--- src/rtl/info_fifo.sv ---
//------------------------------------------------------------------------------
// info_fifo : queue of image descriptors between the HDMI frame parser and the
//             matrix-side double buffer. One descriptor is released per swap.
// Revision  : 1.0 - initial release
//------------------------------------------------------------------------------
`default_nettype none
`timescale 1ns/1ps

module info_fifo #(
  parameter  int MAX_WIDTH  = 1920,
  parameter  int MAX_HEIGHT = 1080,
  parameter  int DEPTH      = 4,
  parameter  int OVERWRITE  = 0,
  parameter  int CNT_W      = 8,
  localparam int WW         = $clog2(MAX_WIDTH),
  localparam int HW         = $clog2(MAX_HEIGHT),
  localparam int LW         = $clog2(DEPTH) + 1
) (
  input  logic             I_clk,
  input  logic             I_rst,
  input  logic             I_wr_en,
  input  logic [WW-1:0]    I_image_width,
  input  logic [HW-1:0]    I_image_height,
  input  logic             I_image_valid,
  input  logic             I_next_column,
  input  logic             I_next_image,
  input  logic             I_swap_trigger,
  input  logic             I_clr_overflow,
  output logic [WW-1:0]    O_image_width,
  output logic [HW-1:0]    O_image_height,
  output logic             O_image_valid,
  output logic             O_next_column,
  output logic             O_next_image,
  output logic             O_update,
  output logic [LW-1:0]    O_level,
  output logic             O_empty,
  output logic             O_full,
  output logic             O_overflow,
  output logic [CNT_W-1:0] O_drop_count
);

  localparam int            PW           = $clog2(DEPTH);
  localparam logic [LW-1:0] c_full_level = LW'(DEPTH);

  typedef struct packed {
    logic [WW-1:0] width;
    logic [HW-1:0] height;
    logic          valid;
    logic          col;
    logic          img;
  } entry_t;

  entry_t mem_q [DEPTH];

  logic [PW-1:0]    wr_ptr_q, wr_ptr_d;
  logic [PW-1:0]    rd_ptr_q, rd_ptr_d;
  logic [LW-1:0]    level_q, level_d;
  logic             empty_q, empty_d;
  logic             full_q, full_d;
  logic [WW-1:0]    width_q, width_d;
  logic [HW-1:0]    height_q, height_d;
  logic             valid_q, valid_d;
  logic             col_q, col_d;
  logic             img_q, img_d;
  logic             update_q, update_d;
  logic             overflow_q, overflow_d;
  logic [CNT_W-1:0] drop_q, drop_d;

  logic   is_full;
  logic   pop_ok;
  logic   push_ok;
  logic   ovf_evt;
  entry_t rd_entry;
  entry_t wr_entry;

  always_comb begin
    is_full  = (level_q == c_full_level);
    pop_ok   = I_swap_trigger && (level_q != '0);
    // A pop on the same edge frees a slot, so only an unpaired full write overflows.
    ovf_evt  = I_wr_en && is_full && !I_swap_trigger;
    push_ok  = I_wr_en && (!is_full || pop_ok || (OVERWRITE != 0));
    rd_entry = mem_q[rd_ptr_q];
    wr_entry = '{width: I_image_width, height: I_image_height, valid: I_image_valid,
                 col: I_next_column, img: I_next_image};

    wr_ptr_d = push_ok ? wr_ptr_q + PW'(1) : wr_ptr_q;
    rd_ptr_d = (pop_ok || (ovf_evt && (OVERWRITE != 0))) ? rd_ptr_q + PW'(1) : rd_ptr_q;

    level_d = level_q;
    if (push_ok && !pop_ok && !ovf_evt) begin
      level_d = level_q + LW'(1);
    end else if (pop_ok && !push_ok) begin
      level_d = level_q - LW'(1);
    end
    empty_d = (level_d == '0);
    full_d  = (level_d == c_full_level);

    width_d  = width_q;
    height_d = height_q;
    valid_d  = valid_q;
    if (pop_ok) begin
      width_d  = rd_entry.width;
      height_d = rd_entry.height;
      valid_d  = rd_entry.valid;
    end
    col_d    = pop_ok && rd_entry.col;
    img_d    = pop_ok && rd_entry.img;
    update_d = pop_ok;

    overflow_d = overflow_q;
    drop_d     = drop_q;
    if (ovf_evt) begin
      overflow_d = 1'b1;
      if (I_clr_overflow) begin
        drop_d = CNT_W'(1);
      end else if (drop_q != '1) begin
        drop_d = drop_q + CNT_W'(1);
      end
    end else if (I_clr_overflow) begin
      overflow_d = 1'b0;
      drop_d     = '0;
    end
  end

  always_ff @(posedge I_clk) begin
    if (I_rst) begin
      wr_ptr_q   <= '0;
      rd_ptr_q   <= '0;
      level_q    <= '0;
      empty_q    <= 1'b1;
      full_q     <= 1'b0;
      width_q    <= '0;
      height_q   <= '0;
      valid_q    <= 1'b0;
      col_q      <= 1'b0;
      img_q      <= 1'b0;
      update_q   <= 1'b0;
      overflow_q <= 1'b0;
      drop_q     <= '0;
    end else begin
      wr_ptr_q   <= wr_ptr_d;
      rd_ptr_q   <= rd_ptr_d;
      level_q    <= level_d;
      empty_q    <= empty_d;
      full_q     <= full_d;
      width_q    <= width_d;
      height_q   <= height_d;
      valid_q    <= valid_d;
      col_q      <= col_d;
      img_q      <= img_d;
      update_q   <= update_d;
      overflow_q <= overflow_d;
      drop_q     <= drop_d;
    end
  end

  // Storage carries no reset; entries are only observed after being written.
  always_ff @(posedge I_clk) begin
    if (push_ok && !I_rst) begin
      mem_q[wr_ptr_q] <= wr_entry;
    end
  end

  assign O_image_width  = width_q;
  assign O_image_height = height_q;
  assign O_image_valid  = valid_q;
  assign O_next_column  = col_q;
  assign O_next_image   = img_q;
  assign O_update       = update_q;
  assign O_level        = level_q;
  assign O_empty        = empty_q;
  assign O_full         = full_q;
  assign O_overflow     = overflow_q;
  assign O_drop_count   = drop_q;

endmodule

`default_nettype wire

--- config.mk ---
export PLATFORM = sky130hd
export DESIGN_NAME = info_fifo
export DESIGN_NICKNAME = d
export VERILOG_FILES = /design/src/rtl/info_fifo.sv
export SDC_FILE = /design/constraint.sdc
export NUM_CORES = 1
export LEC_CHECK = 0
export CORE_UTILIZATION = 45
export CTS_BUF_LIST = sky130_fd_sc_hd__clkbuf_4 sky130_fd_sc_hd__clkbuf_8
export CTS_CLUSTER_DIAMETER = 100
export CTS_CLUSTER_SIZE = 28
export DETAILED_ROUTE_END_ITERATION = 12
export PLACE_DENSITY = 0.67
export SLEW_MARGIN = 20
export SYNTH_ARGS = -nofsm -noshare
export SYNTH_HDL_FRONTEND = slang
export SYNTH_SLANG_ARGS = --single-unit
--- constraint.sdc ---
create_clock -name I_clk -period 2.87 [get_ports I_clk]
set_input_delay 0.574 -clock I_clk [delete_from_list [all_inputs] [get_ports I_clk]]
set_output_delay 0.574 -clock I_clk [all_outputs]
set_load 0.01 [all_outputs]
==> results_dict.tcl, run 1 <==
set metrics [dict create \
    antenna_found_initial 0 \
    rrSetupSlack_ps 700 \
    clockPowerShare_pct 30.2 \
    dp.cells 581 \
    ctsRootBufferMaster "clkbuf_8" \
    yosys_warnings 0 \
    relSlewSlack_pct 64.07 \
    crit_required_ps 3010 \
    rr_worst_depth 7 \
    rsz0062_at_grt "no" \
    critPathCaptureType "flop" \
    first_pass_iters 4 \
    synth-edff-count 100 \
    clk_latency_ps 430 \
    die_area_mm2 0.01324 \
    drv_slew 0 \
    max_freq_mhz 460.5 \
    core_area_mm2 0.01221 \
    cts_made_buffers 17 \
    async_reset_ff_share_pct 0 \
    setup_viol 0 \
    track_usage_pct 17.11 \
    ys_ff_latch 146 \
    grt_overflow 0 \
    area_growth_pct 21.97 \
    drtAntennaViolNets 0 \
    routed_wl_mm 10.17 \
    die_y_um 115.1 \
    fin_skew_ps 7.810 \
    fin_ws_ps 698.6 \
    initial_utilization_pct 47.11 \
    maxCapViolCount 0 \
    grt_max_degree 37 \
    p_comb_share_pct 24.4 \
    rr_endpoint "mem_q[2][17]" \
    startpoint_type "flop" \
    tightest_slew_ps 538.9 \
    seqPwrFrac_pct 45.4 \
    routedWlPerCell_um 16.59 \
    cts_resized 0 \
    drc 0 \
    place_ws_ps 511.1 \
    synth_cells 352 \
    peakVddDrop_v 0.0003952 \
    period_needed_ps 2171 \
    placed_area_mm2 0.006581 \
    tns_ps 0 \
    r2r_start "O_level[0]" \
    finalNonFillerCells 613 \
    syn-num-nets 390 \
    synth_ff_type "edfxtp_1" \
    hold_path_depth 2 \
    final_cell_mix "edfxtp_1, clkdlybuf4s50_1, dfxtp_1" \
    clk_pin_slew_ps 70 \
    internal-power_w 0.004170 \
    syn_avg_cell_area_um2 16.34 \
    worst_hold_slack_ps 458.7 \
    clkSinkCount 146 \
    dp_hpwl_mm 6.322 \
    cts_tree "yes" \
    finalHoldViolations 0 \
    cp.arrival_ps 2310 \
    antenna_cells 0 \
    period_share_pct 75.66 \
    row_count 40 \
    htreeDepth 4 \
    grt_pass1_vias 3175 \
    layout_commonest_cell "edfxtp_1" \
    hp-class "reg -> reg" \
    vias_per_cell 5.018 \
    grt_pass1_wl_mm 16.42 \
    gp_congestion 0.7462 \
    swShare_pct 26.92 \
    power_density_mw_per_mm2 813.1 \
    ys_types 45 \
    switchingPower_w 0.001536 \
    io_pins 70 \
    syn_area_mm2 0.005753 \
    critical_path_class "reg -> reg" \
    hp-start "O_image_width[10]" \
    vias 3076 \
    status "finished, final reports clean" \
    clk_path_buf_depth 2 \
    drive_gt1_share_pct 26.29 \
    ctsHoldBuffers 0 \
    p_leak_nw 2.302 \
    design_area_mm2 0.007017 \
    die_width_um 115.1 \
    cts_setup_buffers 0 \
    io_buffers 69 \
    initialDrtViolationCount 154 \
    nets 470 \
    min_to "O_image_width[10]" \
    crit_fanout 21 \
    seq_area_frac_synth_pct 68.20 \
]
-- metrics by stage --
stage	total power, W	util (%)
2_1_floorplan	0.003694	-
3_3_place_gp	0.004025	53.89
3_5_place_dp	0.004052	53.89
4_1_cts	0.005776	57.46
5_1_grt	0.005984	57.46
6_report	0.005705	57.46
-- Yosys cell counts (4+ instances only) --
cell | count | area (µm²)
ha_1 | 8 | 100.1
a21oi_2 | 20 | 175.2
a21oi_1 | 6 | 30.03
xnor2_1 | 4 | 35.03
nand2_1 | 28 | 105.1
xor2_1 | 6 | 52.55
clkbuf_1 | 4 | 15.01
nor2_1 | 16 | 60.06
dfxtp_1 | 46 | 920.9
nand3_1 | 5 | 25.02
mux2i_1 | 4 | 40.04
nand2_2 | 20 | 125.1
mux4_2 | 25 | 563.0
buf_2 | 6 | 30.03
inv_1 | 5 | 18.77
edfxtp_1 | 100 | 3003
and2_1 | 6 | 37.54
buf_12 | 5 | 100.1
-- layout make-up --
class	instances	area (µm²)
clock buffer	21	276.5
clock inverter	11	158.9
tap	168	210.2
multi-input combinational	182	1634
fill	1015	5195
sequential	146	3925
inverter	5	18.77
timing repair buffer	80	793.3
-- how the worst max path moves through the flow --
stage                    from      endpoint  slack, ps  depth (start not counted)
6_report           O_level[0]  mem_q[2][17]        700                          7
4_1_cts            O_level[0]  mem_q[2][17]        720                          7
3_5_place_dp   I_swap_trigger  mem_q[2][18]        510                          5
3_3_place_gp   I_swap_trigger  mem_q[2][14]        580                          5
2_1_floorplan      O_level[0]   mem_q[0][0]        680                          6
5_1_grt            O_level[0]  mem_q[2][10]        540                          7
-- kinds of logic (layout without fill, tap and decap cells) --
| logic type | Yosys count | count (layout) | share of synthesized area, % |
|---|---|---|---|
| DFF | 146 | 146 | 68.20 |
| and+or+nand+nor | 96 | 96 | 8.917 |
| AOI/OAI and AO/OA | 39 | 39 | 5.742 |
| muxes | 29 | 29 | 10.48 |
| buffers and inverters | 24 | 117 | 3.393 |
| xor gates and xnor gates | 10 | 10 | 1.522 |
| adders and majority gates | 8 | 8 | 1.740 |
-- power by group through the flow --
stage	clock [W]	sequential [W]	combinational (W)
floorplan	0	0.00264	0.00105
global placement	0	0.00263	0.00140
detailed placement	0	0.00264	0.00141
CTS	0.00176	0.00259	0.00142
global route	0.00185	0.00262	0.00152
finish	0.00173	0.00259	0.00139
-- flip-flops by register name, indices dropped and copies added, names as in the netlist, named ones only --
| name | flops |
|---|---|
| O_next_column | 1 |
| rd_ptr_q | 2 |
| O_update | 1 |
| mem_q | 100 |
| O_image_height | 11 |
| O_next_image | 1 |
| O_image_width | 11 |
| O_overflow | 1 |
| O_level | 3 |
| O_image_valid | 1 |
| O_full | 1 |
| O_empty | 1 |
| O_drop_count | 8 |
| wr_ptr_q | 2 |
-- per-layer routing --
layer | track usage, % | vias up | share of wire [%]
li1 | - | 1468 | -
met1 | 21.95 | 1522 | 45
met2 | 27.59 | 69 | 49
met3 | 4.586 | 17 | 4.6
met4 | 7.273 | 0 | 1.8
met5 | 0 | - | 0
-- critical path, cell delays in order, from the launching register on --
cell and delay [ps]:
dfxtp_1 380, inv_1 120, ha_1 300, nand2_1 100
o21ai_1 150, nor2_1 230, and2_1 340, buf_12 230
Power figures use the tool's default switching activity.
==> inputs of run 2 (changes only) <==
clock period = 2.1 ns   (was 2.87 ns; I/O delays follow)
==> run 2 against run 1 <==
  * Non-clock buffer count grew 9
  * Sequential power grew 36%
  * Final cell count grew 1.5%
  * Routed wire length grew 2.1%
  * Critical path type is now reg -> out
  * Largest cell class unchanged
==> results_dict.tcl, run 2 (synthesis results as in run 1) <==
set metrics [dict create \
    area_growth_pct 23.66 \
    worst-path-stages 1 \
    routed_wl_mm 10.38 \
    ctsRootBufferMaster "clkbuf_8" \
    routedWlPerCell_um 16.69 \
    status "finished, final reports clean" \
    cp_top_family "buffers and inverters" \
    p_leak_nw 2.343 \
    dp_hpwl_mm 6.762 \
    clk_path_buf_depth 2 \
    initial_utilization_pct 47.11 \
    max_freq_mhz 524.7 \
    htreeDepth 4 \
    grt_max_degree 22 \
    rrSetupSlack_ps 270 \
    final_cell_mix "edfxtp_1, clkdlybuf4s50_1, dfxtp_1" \
    drive_gt1_share_pct 28.41 \
    antenna_cells 0 \
    crit_required_ps 1680 \
    power_density_mw_per_mm2 1099 \
    placed_area_mm2 0.006691 \
    period_share_pct 90.76 \
    rr_endpoint "mem_q[3][12]" \
    grt_overflow 0 \
    critPathCaptureType "output pin" \
    die_y_um 115.1 \
    fill_cells 1002 \
    cts_made_buffers 17 \
    die_area_mm2 0.01324 \
    grt_pass1_wl_mm 17.17 \
    finalHoldViolations 0 \
    drv_slew 0 \
    cts_tree "yes" \
    r2r_start "O_level[0]" \
    grt_pass1_vias 3279 \
    die_width_um 115.1 \
    design_area_mm2 0.007114 \
    cp_slowest_cell "clkdlybuf4s50_1" \
    row_count 40 \
    dp.cells 590 \
    startpoint "O_level[2]" \
    vias_per_cell 5.035 \
    vias 3132 \
    drtAntennaViolNets 0 \
    cp.arrival_ps 1490 \
    crit_fanout 8 \
    io_buffers 69 \
    startpoint_type "flop" \
    drc 0 \
    relSlewSlack_pct 80.48 \
    initialDrtViolationCount 231 \
    track_usage_pct 17.96 \
    clk_latency_ps 440 \
    rsz0062_at_grt "no" \
    core_area_mm2 0.01221 \
    io_pins 70 \
    fin_skew_ps 14.57 \
    tns_ps 0 \
    maxCapViolCount 0 \
    clkSinkCount 146 \
    largest_reg_flops 100 \
    setup_viol 0 \
    nets 479 \
    rr_worst_depth 7 \
    period_needed_ps 1906 \
    finalNonFillerCells 622 \
    cts_resized 0 \
    first_pass_iters 5 \
    tightest_slew_ps 284.6 \
    critPathCapture "O_level[2]" \
    cts_setup_buffers 0 \
    clk_pin_slew_ps 80 \
    hp-class "reg -> reg" \
    peakVddDrop_v 0.0005552 \
    critical_path_class "reg -> out" \
    antenna_found_initial 0 \
    finalPower_w 0.007820 \
    gp_congestion 0.7366 \
    max_stage_delay_ps 590 \
    layout_commonest_cell "edfxtp_1" \
    worstPathCellList "clkdlybuf4s50_1" \
    ctsHoldBuffers 0 \
    top_register "mem_q" \
    critPathBufInv 1 \
]
==> run 2: where the power goes <==
part / internal [W] / leakage (nW) / total [W] / switching, W
Sequential: 0.00336 / 1.28 / 0.00353 / 0.000170
Combinational: 0.00106 / 0.856 / 0.00203 / 0.000972
Clock: 0.00129 / 0.203 / 0.00227 / 0.000979
Total: 0.00570 / 2.34 / 0.00782 / 0.00212
==> run 2: worst min path at each step <==
stage	from	to	slack (ps)	depth (start not counted)
floorplan	O_image_height[10]	O_image_height[10]	480	2
global placement	O_image_valid	O_image_valid	450	2
detailed placement	O_image_height[10]	O_image_height[10]	450	2
CTS	I_rst	O_image_height[5]	460	3
global route	I_rst	O_image_height[1]	470	3
finish	O_image_height[10]	O_image_height[10]	460	2
==> run 2: cell type report <==
| cell class | instances | area [µm²] | share of cell area [%] |
|---|---|---|---|
| clock inverter | 10 | 132.6 | 1.864 |
| tap | 168 | 210.2 | 2.955 |
| inverter | 5 | 18.77 | 0.2638 |
| sequential | 146 | 3925 | 55.17 |
| timing repair buffer | 89 | 898.4 | 12.63 |
| multi-input combinational | 182 | 1639 | 23.04 |
| clock buffer | 22 | 290.3 | 4.080 |
==> run 2: metal layers <==
layer	vias up	GRT usage [%]	wire [µm]
met3	12	4.797	480
met5	-	0	0
met2	86	29.52	5161
li1	1488	-	-
met1	1546	22.34	4609
met4	0	8.225	131
==> run 2: worst reg2reg max path, cell delays in order, from the launching register on <==
cell and delay, ps:
dfxtp_1 390, inv_1 130, ha_1 230, nand2_1 70
o21ai_1 100, nor2_1 210, and2_2 220, buf_12 190
==> run 2: per-stage QoR <==
stage	hold WS [ps]	worst slack [ps]	util (%)
5_1_grt	472.5	56.20	58.26
6_report	459.1	194.1	58.26
3_3_place_gp	447.1	157.9	54.80
2_1_floorplan	480.5	174.5	-
4_1_cts	459.1	171.0	58.26
3_5_place_dp	450.5	102.4	54.80
